==> src/rtl/alu_op_sequencer.sv <==
// Command sequencer for the combinational 32-bit ALU: owns an 8-entry register file,
// issues registered operands to the ALU, writes results back and returns them.
//   state  | meaning
//   S_IDLE | accepting loads and commands
//   S_EXEC | operands on the ALU, result captured at the closing edge
//   S_RESP | response held until rsp_ready
module alu_op_sequencer #(
  parameter int DATA_W = 32,
  parameter int AW     = 3,
  parameter int CNT_W  = 16
) (
  input  logic              clk,
  input  logic              rst_n,
  input  logic              load_valid,
  output logic              load_ready,
  input  logic [AW-1:0]     load_addr,
  input  logic [DATA_W-1:0] load_data,
  input  logic              cmd_valid,
  output logic              cmd_ready,
  input  logic [3:0]        cmd_op,
  input  logic [AW-1:0]     cmd_rd,
  input  logic [AW-1:0]     cmd_rs1,
  input  logic [AW-1:0]     cmd_rs2,
  output logic [DATA_W-1:0] alu_op1,
  output logic [DATA_W-1:0] alu_op2,
  output logic [3:0]        alu_control,
  input  logic [DATA_W-1:0] alu_result,
  input  logic              alu_zero,
  output logic              rsp_valid,
  input  logic              rsp_ready,
  output logic [DATA_W-1:0] rsp_data,
  output logic              rsp_zero,
  output logic              rsp_err,
  output logic [CNT_W-1:0]  ops_done
);

  localparam int NREGS = 1 << AW;

  typedef enum logic [1:0] {S_IDLE, S_EXEC, S_RESP} state_t;

  state_t            state, state_nxt;
  logic [DATA_W-1:0] rf [NREGS];
  logic [AW-1:0]     rd_q;
  logic              cmd_fire;
  logic              load_fire;

  assign cmd_fire  = cmd_valid && cmd_ready;
  assign load_fire = load_valid && load_ready;

  always_ff @(posedge clk) begin
    if (!rst_n) state <= S_IDLE;
    else        state <= state_nxt;
  end

  always_comb begin
    state_nxt  = state;
    cmd_ready  = 1'b0;
    load_ready = 1'b0;
    rsp_valid  = 1'b0;
    case (state)
      S_IDLE: begin
        cmd_ready  = 1'b1;
        load_ready = 1'b1;
        if (cmd_valid) state_nxt = cmd_op[3] ? S_RESP : S_EXEC;
      end
      S_EXEC: state_nxt = S_RESP;
      S_RESP: begin
        rsp_valid = 1'b1;
        if (rsp_ready) state_nxt = S_IDLE;
      end
      default: state_nxt = S_IDLE;
    endcase
  end

  // Loads and command operand reads share the IDLE edge; the command sees pre-load values.
  always_ff @(posedge clk) begin
    if (!rst_n) begin
      for (int i = 0; i < NREGS; i++) rf[i] <= '0;
      rd_q        <= '0;
      alu_op1     <= '0;
      alu_op2     <= '0;
      alu_control <= 4'b0000;
      rsp_data    <= '0;
      rsp_zero    <= 1'b0;
      rsp_err     <= 1'b0;
      ops_done    <= '0;
    end else begin
      if (load_fire) rf[load_addr] <= load_data;
      if (cmd_fire) begin
        if (!cmd_op[3]) begin
          alu_op1     <= rf[cmd_rs1];
          alu_op2     <= rf[cmd_rs2];
          alu_control <= cmd_op;
          rd_q        <= cmd_rd;
        end else begin
          rsp_err  <= 1'b1;
          rsp_data <= '0;
          rsp_zero <= 1'b0;
        end
      end
      if (state == S_EXEC) begin
        rf[rd_q] <= alu_result;
        rsp_data <= alu_result;
        rsp_zero <= alu_zero;
        rsp_err  <= 1'b0;
        ops_done <= ops_done + CNT_W'(1);
      end
    end
  end

endmodule

==> config.mk <==
export PLATFORM = sky130hd
export DESIGN_NAME = alu_op_sequencer
export DESIGN_NICKNAME = d
export VERILOG_FILES = /design/src/rtl/alu_op_sequencer.sv
export SDC_FILE = /design/constraint.sdc
export NUM_CORES = 1
export LEC_CHECK = 0
export BUFFER_PORTS_ARGS = -buffer_cell sky130_fd_sc_hd__buf_2
export CAP_MARGIN = 0
export CELL_PAD_IN_SITES_DETAIL_PLACEMENT = 1
export CELL_PAD_IN_SITES_GLOBAL_PLACEMENT = 1
export CORE_UTILIZATION = 51
export CTS_CLUSTER_DIAMETER = 200
export DETAILED_ROUTE_END_ITERATION = 8
export PLACE_DENSITY = 0.9
export SYNTH_ARGS = -nofsm -noshare
export SYNTH_HDL_FRONTEND = slang
export SYNTH_SLANG_ARGS = --single-unit
==> constraint.sdc <==
create_clock -name clk -period 9.37 [get_ports clk]
set_input_delay 0 -clock clk [delete_from_list [all_inputs] [get_ports clk]]
set_output_delay 0 -clock clk [all_outputs]
set_load 0.005 [all_outputs]
# ---- Word-level counts from Yosys, hierarchy flattened
# Memories as Yosys holds them, arrays and structs flattened. A register that Yosys moved wholly into a read port is not among the register bits.
# Index checks and enable logic that the tools add are counted.
dict set report op_classes {
  addsub 1
  n_eq_ne 4
  muxes 25
  bitwise 2
  reduce_logical 14
}
# operator count
set ops {}
lappend ops {{$mux W32} 5}
lappend ops {{$reduce_or A32 Y1} 2}
lappend ops {{$add A16 B1 Y16 const B} 1}
lappend ops {{$mux W1} 14}
lappend ops {{$reduce_and A2 Y1} 4}
lappend ops {{$mux W2} 3}
lappend ops {{$mux W3} 2}
lappend ops {{$pmux W2 S3} 1}
lappend ops {{$ne A2 B2 Y1 const B} 2}
lappend ops {{$reduce_bool A2 Y1} 2}
lappend ops {{$eq A2 B1 Y1 const B} 1}
lappend ops {{$eq A2 B2 Y1 const B} 1}
lappend ops {{$logic_and A1 B1 Y1} 2}
lappend ops {{$logic_not A1 Y1} 2}
lappend ops {{$logic_not A2 Y1} 1}
lappend ops {{$not A1 Y1} 2}
lappend ops {{$reduce_or A2 Y1} 1}
dict set report word_totals {
  regBits 58
  ramBits 256
  inputBits 86
  output_inout_bits 121
  word_cells 54
  n_memories 1
}
# name words width rd rd_ports_with_merged_regs write_ports line
set memory_table {}
lappend memory_table {rf 8 32 2 2 8 42} ;# logic [DATA_W-1:0] rf [NREGS];

# ---- Logic depth before layout (Yosys ltp)
# Gate-level depths: netlist of the first run.
dict set report depth {
  depth_word 9
  depth_mapped 7
  ltp_nobuf 5
}

# ---- Least setup slack after synthesis of the first run
# No wires, ideal clock.
dict set report synth_timing {
  path_kind {register to register}
  start {reg state[1]}
  end {mem rf[1][0] (enable)}
  setup_ps 466
  arrival_time_ps 3443
  t_required_ps 8904
  path_slack_ps 5462
  path_stages_with_launch 7
  n_path_buf 2
  period_less_slack_ps 3908
  path_cell_list {dfxtp_1 > buf_6 > nand3b_1 > buf_4 > mux2i_4 > nand2_2 > o21ai_0}
}
# item line
set synth_rtl {}
lappend synth_rtl {{from (decl)} 41} ;# state_t state, state_nxt;
lappend synth_rtl {{from (signal assigned)} 52} ;# else state <= state_nxt;
lappend synth_rtl {{to (decl)} 42}

==> results.toml, run 1 <==
[global_routing]
antenna_found_initial = 0
grt_max_degree = 81
globalRoute.totalOverflow = 0
grtUsageTotal_pct = 36.0
grt_pass1_vias = 15800
grt_pass1_wl_um = 97100

[sta]
max_freq_mhz = 259
setup_viol = 0
maxSlewViolCount = 0
layout_min_cycle_time_ns = 3.86
hold_viol_final = 0
worst_slew_pin_slew_ns = 1.36
rsz0062_at_grt = "no"
tns_ns = 0
relSlewSlack_pct = 9.24
fin_crit_sh_pct = 41.2
fin_skew_ns = 0.0344

[synthesis]
synth_ff_type = "edfxtp_1"
ys_ff_latch = 378
synth-compound-area-share_pct = 11.4
yosysSeqAreaShare_pct = 56.5
syn-cell-area_sq_mm = 0.0179
synth_cell_type_count = 45
synthXorXnorAreaFrac_pct = 0.635
synth_edf_count = 256
netlist.top_cell.by_area = "edfxtp_1"
syn_nets = 1611
synth.avg_cell_area_sq_um = 11.8
synthSimpleGateAreaFrac_pct = 9.29
yosys_warnings = 0
synthMuxAreaShare_pct = 18.0
syn_inst = 1524
synth_fa_ha_area_share_pct = 0.0698
ys_top_cells_by_area = "edfxtp_1 (43%), dfxtp_1 (14%), mux2_2 (10%), mux2i_1 (7.7%), nor2_1 (6.0%)"
synth_top_family_by_area = "multiplexers"
yosys.area.top_type_share_pct = 42.9
async_flop_share_pct = 0

[floorplan]
fp.dieH_um = 190
core_sq_mm = 0.0345
die_area_sq_mm = 0.0359
fp.dieW_um = 190
io_pins = 207
initial_core_util_pct = 51.9
rows = 68

[cts]
htree_levels = 2
cts_tree = "built"
path_clk_slew_ns = 0.07
clock_latency_ns = 0.58
cts_resized = 0
numCtsBuffers = 40
clockBufferDepth = 3
cts_sinks = 378
cts-root-buf = "clkbuf_16"

[placement]
gp_congestion = 0.784
hpwl_um = 33300
dpl-instance-area_sq_mm = 0.0191
port-buffer-count = 205

[setup_path]
crit_path_max_incr_delay_ns = 1.06
cp-startpoint = "state[0]"
worst_setup_path_start_kind = "flip-flop"
cp.required_ns = 9.54
worstReg2RegStart = "state[0]"
end_kind = "flip-flop"
critPathSlowestCell = "a21oi_4"
cp_num_buf_inv = 0
crit_chain = "or3b_1 -> a21oi_4 -> nand3_1 -> nand2_2"
crit_family = "simple AND/OR/NAND/NOR gates"
crit_type = "flip-flop to flip-flop"
cp_max_fo = 34
cp.arrival_ns = 4.03

[final_layout]
nets = 1800
layout.area.seq_sq_mm = 0.0101
multi_input_area_sq_mm = 0.00719
n_antenna_cell = 0
final_cell_area_sq_mm = 0.0209
drive_gt1_share_pct = 26.8
nFillCells = 3511
syn2layout_area_growth_pct = 16.8

[power]
power_density_mw_per_mm2 = 197
vdd_drop_max_mv = 0.157
p_leak_nw = 8.31

[hold_path]
hold_path.class = "primary input to flip-flop"
hold_start = "load_data[19]"

[detailed_routing]
wl_per_cell_um = 29.6
drc_errors = 0
first_pass_iters = 7
detail_route.iter0.violations = 1495
vias = 14700
vias_per_cell = 6.69
ant_nets = 0
routed_wl_um = 65000

[run_status]
status = "completed"

[job]
cap_violations = 0
state kept, by name (all words and copies together), names as in the netlist:
register and flops:
alu_op2 32, alu_control 3, state 2, rd_q 3, rsp_data 32, rsp_zero 1
rf 256, rsp_err 1, alu_op1 32, ops_done 16
cell families (layout without fill, tap and decap cells):
family / count (synthesis) / in the layout
AOI/OAI and AO/OA: 300 / 300
and+or+nand+nor: 405 / 405
buffers and inverters: 126 / 347
xor gates and xnor gates: 13 / 13
muxes: 300 / 300
adders and majority gates: 1 / 1
other: 1 / 1
DFF: 378 / 378
path summary, 6_finish.rpt:
kind	end	depth (start not counted)	slack (ns)
setup / recovery	rf[4][18]	4	5.51
hold / removal	rf[6][19]	4	0.02
setup reg to reg	rf[4][18]	4	5.51
hold reg to reg	rsp_data[11]	1	0.48
cell usage after synthesis (3+ instances only):
master and number:
a21oi_1 67, a221o_1 64, a22o_1 33, and4_1 3, buf_1 5, buf_2 32, buf_4 33, buf_6 10
clkbuf_1 41, dfxtp_1 122, edfxtp_1 256, mux2_2 159, mux2i_1 138, nand2_1 73, nand2b_1 8, nand3_1 6
nand3b_1 3, nand4_1 6, nor2_1 285, nor2b_1 3, nor3_1 5, nor4_1 3, o21ai_0 68, o22ai_1 64
xnor2_1 8, xor2_1 5
placed cells by master (no fill, tap or decap), types with 11 or more instances in the layout:
master         netlist  routed
clkbuf_1            41      11
dlygate4sd3_1        0      50
a221o_1             64      64
buf_2               32     203
o22ai_1             64      64
buf_4               33      15
mux2_2             159     159
dfxtp_1            122     122
a21oi_1             67      66
o21ai_0             68      64
nor2_1             285     282
mux2i_1            138     138
nand2_1             73      69
a22o_1              33      33
edfxtp_1           256     256
clkbuf_16            0      45
worst register-to-register path, cell delays in order, from the launching register on:
cell and delay [ns]:
dfxtp_1 0.49, or3b_1 0.50, a21oi_4 1.06, nand3_1 0.42, nand2_2 0.96
per-layer routing:
layer	vias up	share of wire, %	GRT usage (%)
li1	6041	-	-
met1	7287	37	43.2
met2	1072	49	59.7
met3	311	8.1	6.32
met4	0	6.2	23.3
met5	-	0	0
power breakdown:
| part | internal, mW | leakage [nW] | switching, mW |
|---|---|---|---|
| Clock | 0.996 | 0.674 | 0.731 |
| Sequential | 1.86 | 3.66 | 0.0545 |
| Combinational | 0.179 | 3.97 | 0.299 |
area by class of cell:
type | instances | share of cell area [%]
multi-input cells | 1020 | 34.3
repair buffers | 270 | 7.89
well taps | 455 | 2.72
flip-flops and latches | 378 | 48.4
clock inverters | 10 | 0.526
clock buffers | 64 | 6.10
inverters | 3 | 0.0538
metrics by stage:
step | power, mW | instances | worst slack (ns) | util [%] | hold slack (ns)
global route | 4.19 | 2200 | 5.49 | 60.6 | 0.0520
detailed placement | 2.37 | 2076 | 5.62 | 55.2 | 0.228
floorplan | 2.21 | 1524 | 5.46 | - | 0.0787
global placement | 2.34 | 2076 | 5.90 | 55.2 | 0.216
finish | 4.12 | 2200 | 5.51 | 60.6 | 0.0190
CTS | 4.06 | 2200 | 5.73 | 60.6 | 0.00921
what timing repair did:
action | 4_1_cts | 5_1_grt
hold endpoints to repair | 54 | 0
setup buffers | 0 | 0
hold buffers | 50 | 0
(Power assumes the default switching activity.)
==> run 2, diff against run 1 <==
--- a/config.mk
+++ b/config.mk
@@ -5,14 +5,15 @@
 export SDC_FILE = /design/constraint.sdc
 export NUM_CORES = 1
 export LEC_CHECK = 0
+export ABC_AREA = 1
 export BUFFER_PORTS_ARGS = -buffer_cell sky130_fd_sc_hd__buf_2
 export CAP_MARGIN = 0
 export CELL_PAD_IN_SITES_DETAIL_PLACEMENT = 1
 export CELL_PAD_IN_SITES_GLOBAL_PLACEMENT = 1
-export CORE_UTILIZATION = 51
+export CORE_UTILIZATION = 44
 export CTS_CLUSTER_DIAMETER = 200
 export DETAILED_ROUTE_END_ITERATION = 8
-export PLACE_DENSITY = 0.9
+export PLACE_DENSITY = 0.86
 export SYNTH_ARGS = -nofsm -noshare
 export SYNTH_HDL_FRONTEND = slang
 export SYNTH_SLANG_ARGS = --single-unit
==> constraint.sdc (replaced) <==
create_clock -name clk -period 4 [get_ports clk]
set_input_delay 0 -clock clk [delete_from_list [all_inputs] [get_ports clk]]
set_output_delay 0 -clock clk [all_outputs]
set_load 0.005 [all_outputs]
==> results.toml, run 2 <==
[global_routing]
grt_pass1_vias = 21000
grt_pass1_wl_um = 117000
grtUsageTotal_pct = 34.2
antenna_found_initial = 1
globalRoute.totalOverflow = 0
grt_max_degree = 79

[synthesis]
async_flop_share_pct = 0
netlist.top_cell.by_area = "edfxtp_1"
synth_edf_count = 256
yosys.area.top_type_share_pct = 39.9
synthTopCellsByCount = "nand2_1 (662), nand3_1 (427), inv_1 (324)"
ys_top_cells_by_area = "edfxtp_1 (40%), nand2_1 (13%), dfxtp_1 (13%), nand3_1 (11%), inv_1 (6.3%)"
syn_nets = 2616
yosys_warnings = 0
syn-cell-area_sq_mm = 0.0193
yosysSeqAreaShare_pct = 52.5
synth_ff_type = "edfxtp_1"
syn_inst = 2529
synth.avg_cell_area_sq_um = 7.62
synth_cell_type_count = 27
ys_ff_latch = 378
synth.most_common_cell = "nand2_1"

[power]
power_density_mw_per_mm2 = 433
power.share.combinational_pct = 13.2
p_clk_share_pct = 41.8
p_seq_share_pct = 45.0
switching_power_mw = 2.74
total_power_mw = 9.88
vdd_drop_max_mv = 0.334
power.internal_mw = 7.15
p_leak_nw = 10.7
switching_share_pct = 27.7

[cts]
cts-root-buf = "clkbuf_16"
numCtsBuffers = 43
cts_resized = 0
clockBufferDepth = 3
clock_latency_ns = 0.61
cts_tree = "built"
htree_levels = 2
path_clk_slew_ns = 0.07
cts_sinks = 378

[final_layout]
mostFrequentLayoutCell = "nand2_1"
mostFrequentLayoutCells = "nand2_1 (660), nand3_1 (426), inv_1 (320)"
largest_reg_flops = 256
fin_util_pct = 52.8
drive_gt1_share_pct = 13.3
n_antenna_cell = 0
syn2layout_area_growth_pct = 18.3
largest-register = "rf"
nets = 2802

[sta]
fin_skew_ns = 0.0375
rsz0062_at_grt = "no"
setup_viol = 0
maxSlewViolCount = 0
layout_min_cycle_time_ns = 3.04
hold_viol_final = 0
worst_slew_pin_slew_ns = 1.19
fin_crit_sh_pct = 76.0
tns_ns = 0
max_freq_mhz = 329
relSlewSlack_pct = 20.3

[setup_path]
cp.arrival_ns = 3.54
cp_max_fo = 12
cp.required_ns = 4.50
worst_setup_path_start_kind = "flip-flop"
crit_type = "flip-flop to flip-flop"
end_kind = "flip-flop"

[detailed_routing]
vias_per_cell = 5.78
detail_route.iter0.violations = 1836
vias = 19300
ant_nets = 0
first_pass_iters = 6
drc_errors = 0
wl_per_cell_um = 22.8
routed_wl_um = 76000

[placement]
gp_congestion = 0.829
hpwl_um = 43100
port-buffer-count = 205

[floorplan]
fp.dieH_um = 211
io_pins = 207
core_sq_mm = 0.0432
fp.dieW_um = 211
rows = 76
die_area_sq_mm = 0.0447
initial_core_util_pct = 44.7

[hold_path]
hold_path.class = "primary input to flip-flop"

[job]
cap_violations = 0

[run_status]
status = "completed"
run 2: final timing paths:
kind	startpoint	end	slack, ns	cells after the start
max	state[0]	alu_control[1]	0.96	8
min	load_data[23]	rf[5][23]	0.10	5
max reg2reg	state[0]	alu_control[1]	0.96	8
min reg2reg	rsp_zero	rsp_zero	0.51	2
run 2: routing by layer:
metal / part of all wire [%] / global-route usage [%] / vias up
li1: - / - / 8490
met1: 38 / 39.9 / 9441
met2: 49 / 58.3 / 1038
met3: 7.9 / 6.25 / 304
met4: 5.5 / 21.0 / 2
met5: 0.017 / 0 / -
run 2: worst max-delay path: stages, from the launching register on:
cell           delay [ns]
dfxtp_1              0.40
nor2_1               0.36
nand2_1              0.23
nor2_4               0.39
inv_2                0.18
nor2_1               0.15
dlygate4sd3_1        0.60
nor2_1               0.06
dlygate4sd3_1        0.56
run 2: what timing repair did:
action | in CTS | in global routing
setup buffers | 0 | 0
hold endpoints to repair | 140 | 0
hold buffers | 68 | 0
run 2: power groups by stage:
stage / sequential [mW] / clock (mW) / combinational [mW]
detailed placement: 4.52 / 0 / 1.19
CTS: 4.44 / 4.11 / 1.26
floorplan: 4.51 / 0 / 0.722
global placement: 4.51 / 0 / 1.13
global route: 4.46 / 4.28 / 1.41
finish: 4.44 / 4.13 / 1.31
run 2: cell type report:
| class | count | area [sq um] |
|---|---|---|
| multi-input cells | 1628 | 7160 |
| inverters | 353 | 1330 |
| repair buffers | 311 | 2010 |
| clock buffers | 56 | 1220 |
| well taps | 585 | 732 |
| flip-flops and latches | 378 | 10100 |
| clock inverters | 24 | 236 |
| fillers | 5348 | 20400 |
run 2: cell families after synthesis:
group	after synthesis	share of synthesized area [%]
adder cells (fa/ha/maj)	1	0.0649
AND/OR/NAND/NOR	1403	31.0
AO/OA/AOI/OAI	222	5.81
XOR/XNOR	1	0.0454
flip-flops	378	52.5
buffers and inverters	523	10.5
other	1	0.0195
run 2: metrics by stage:
| step | area (sq um) | setup WS (ns) | hold WS [ns] | std cells |
|---|---|---|---|---|
| after CTS | 22800 | 1.14 | 0.0496 | 3335 |
| final | 22800 | 0.958 | 0.103 | 3335 |
| after global placement | 20700 | 1.25 | 0.225 | 3187 |
| after detailed placement | 20700 | 1.17 | 0.232 | 3187 |
| after global routing | 22800 | 0.886 | 0.0987 | 3335 |
| after floorplan | 19300 | 1.00 | 0.110 | 2529 |
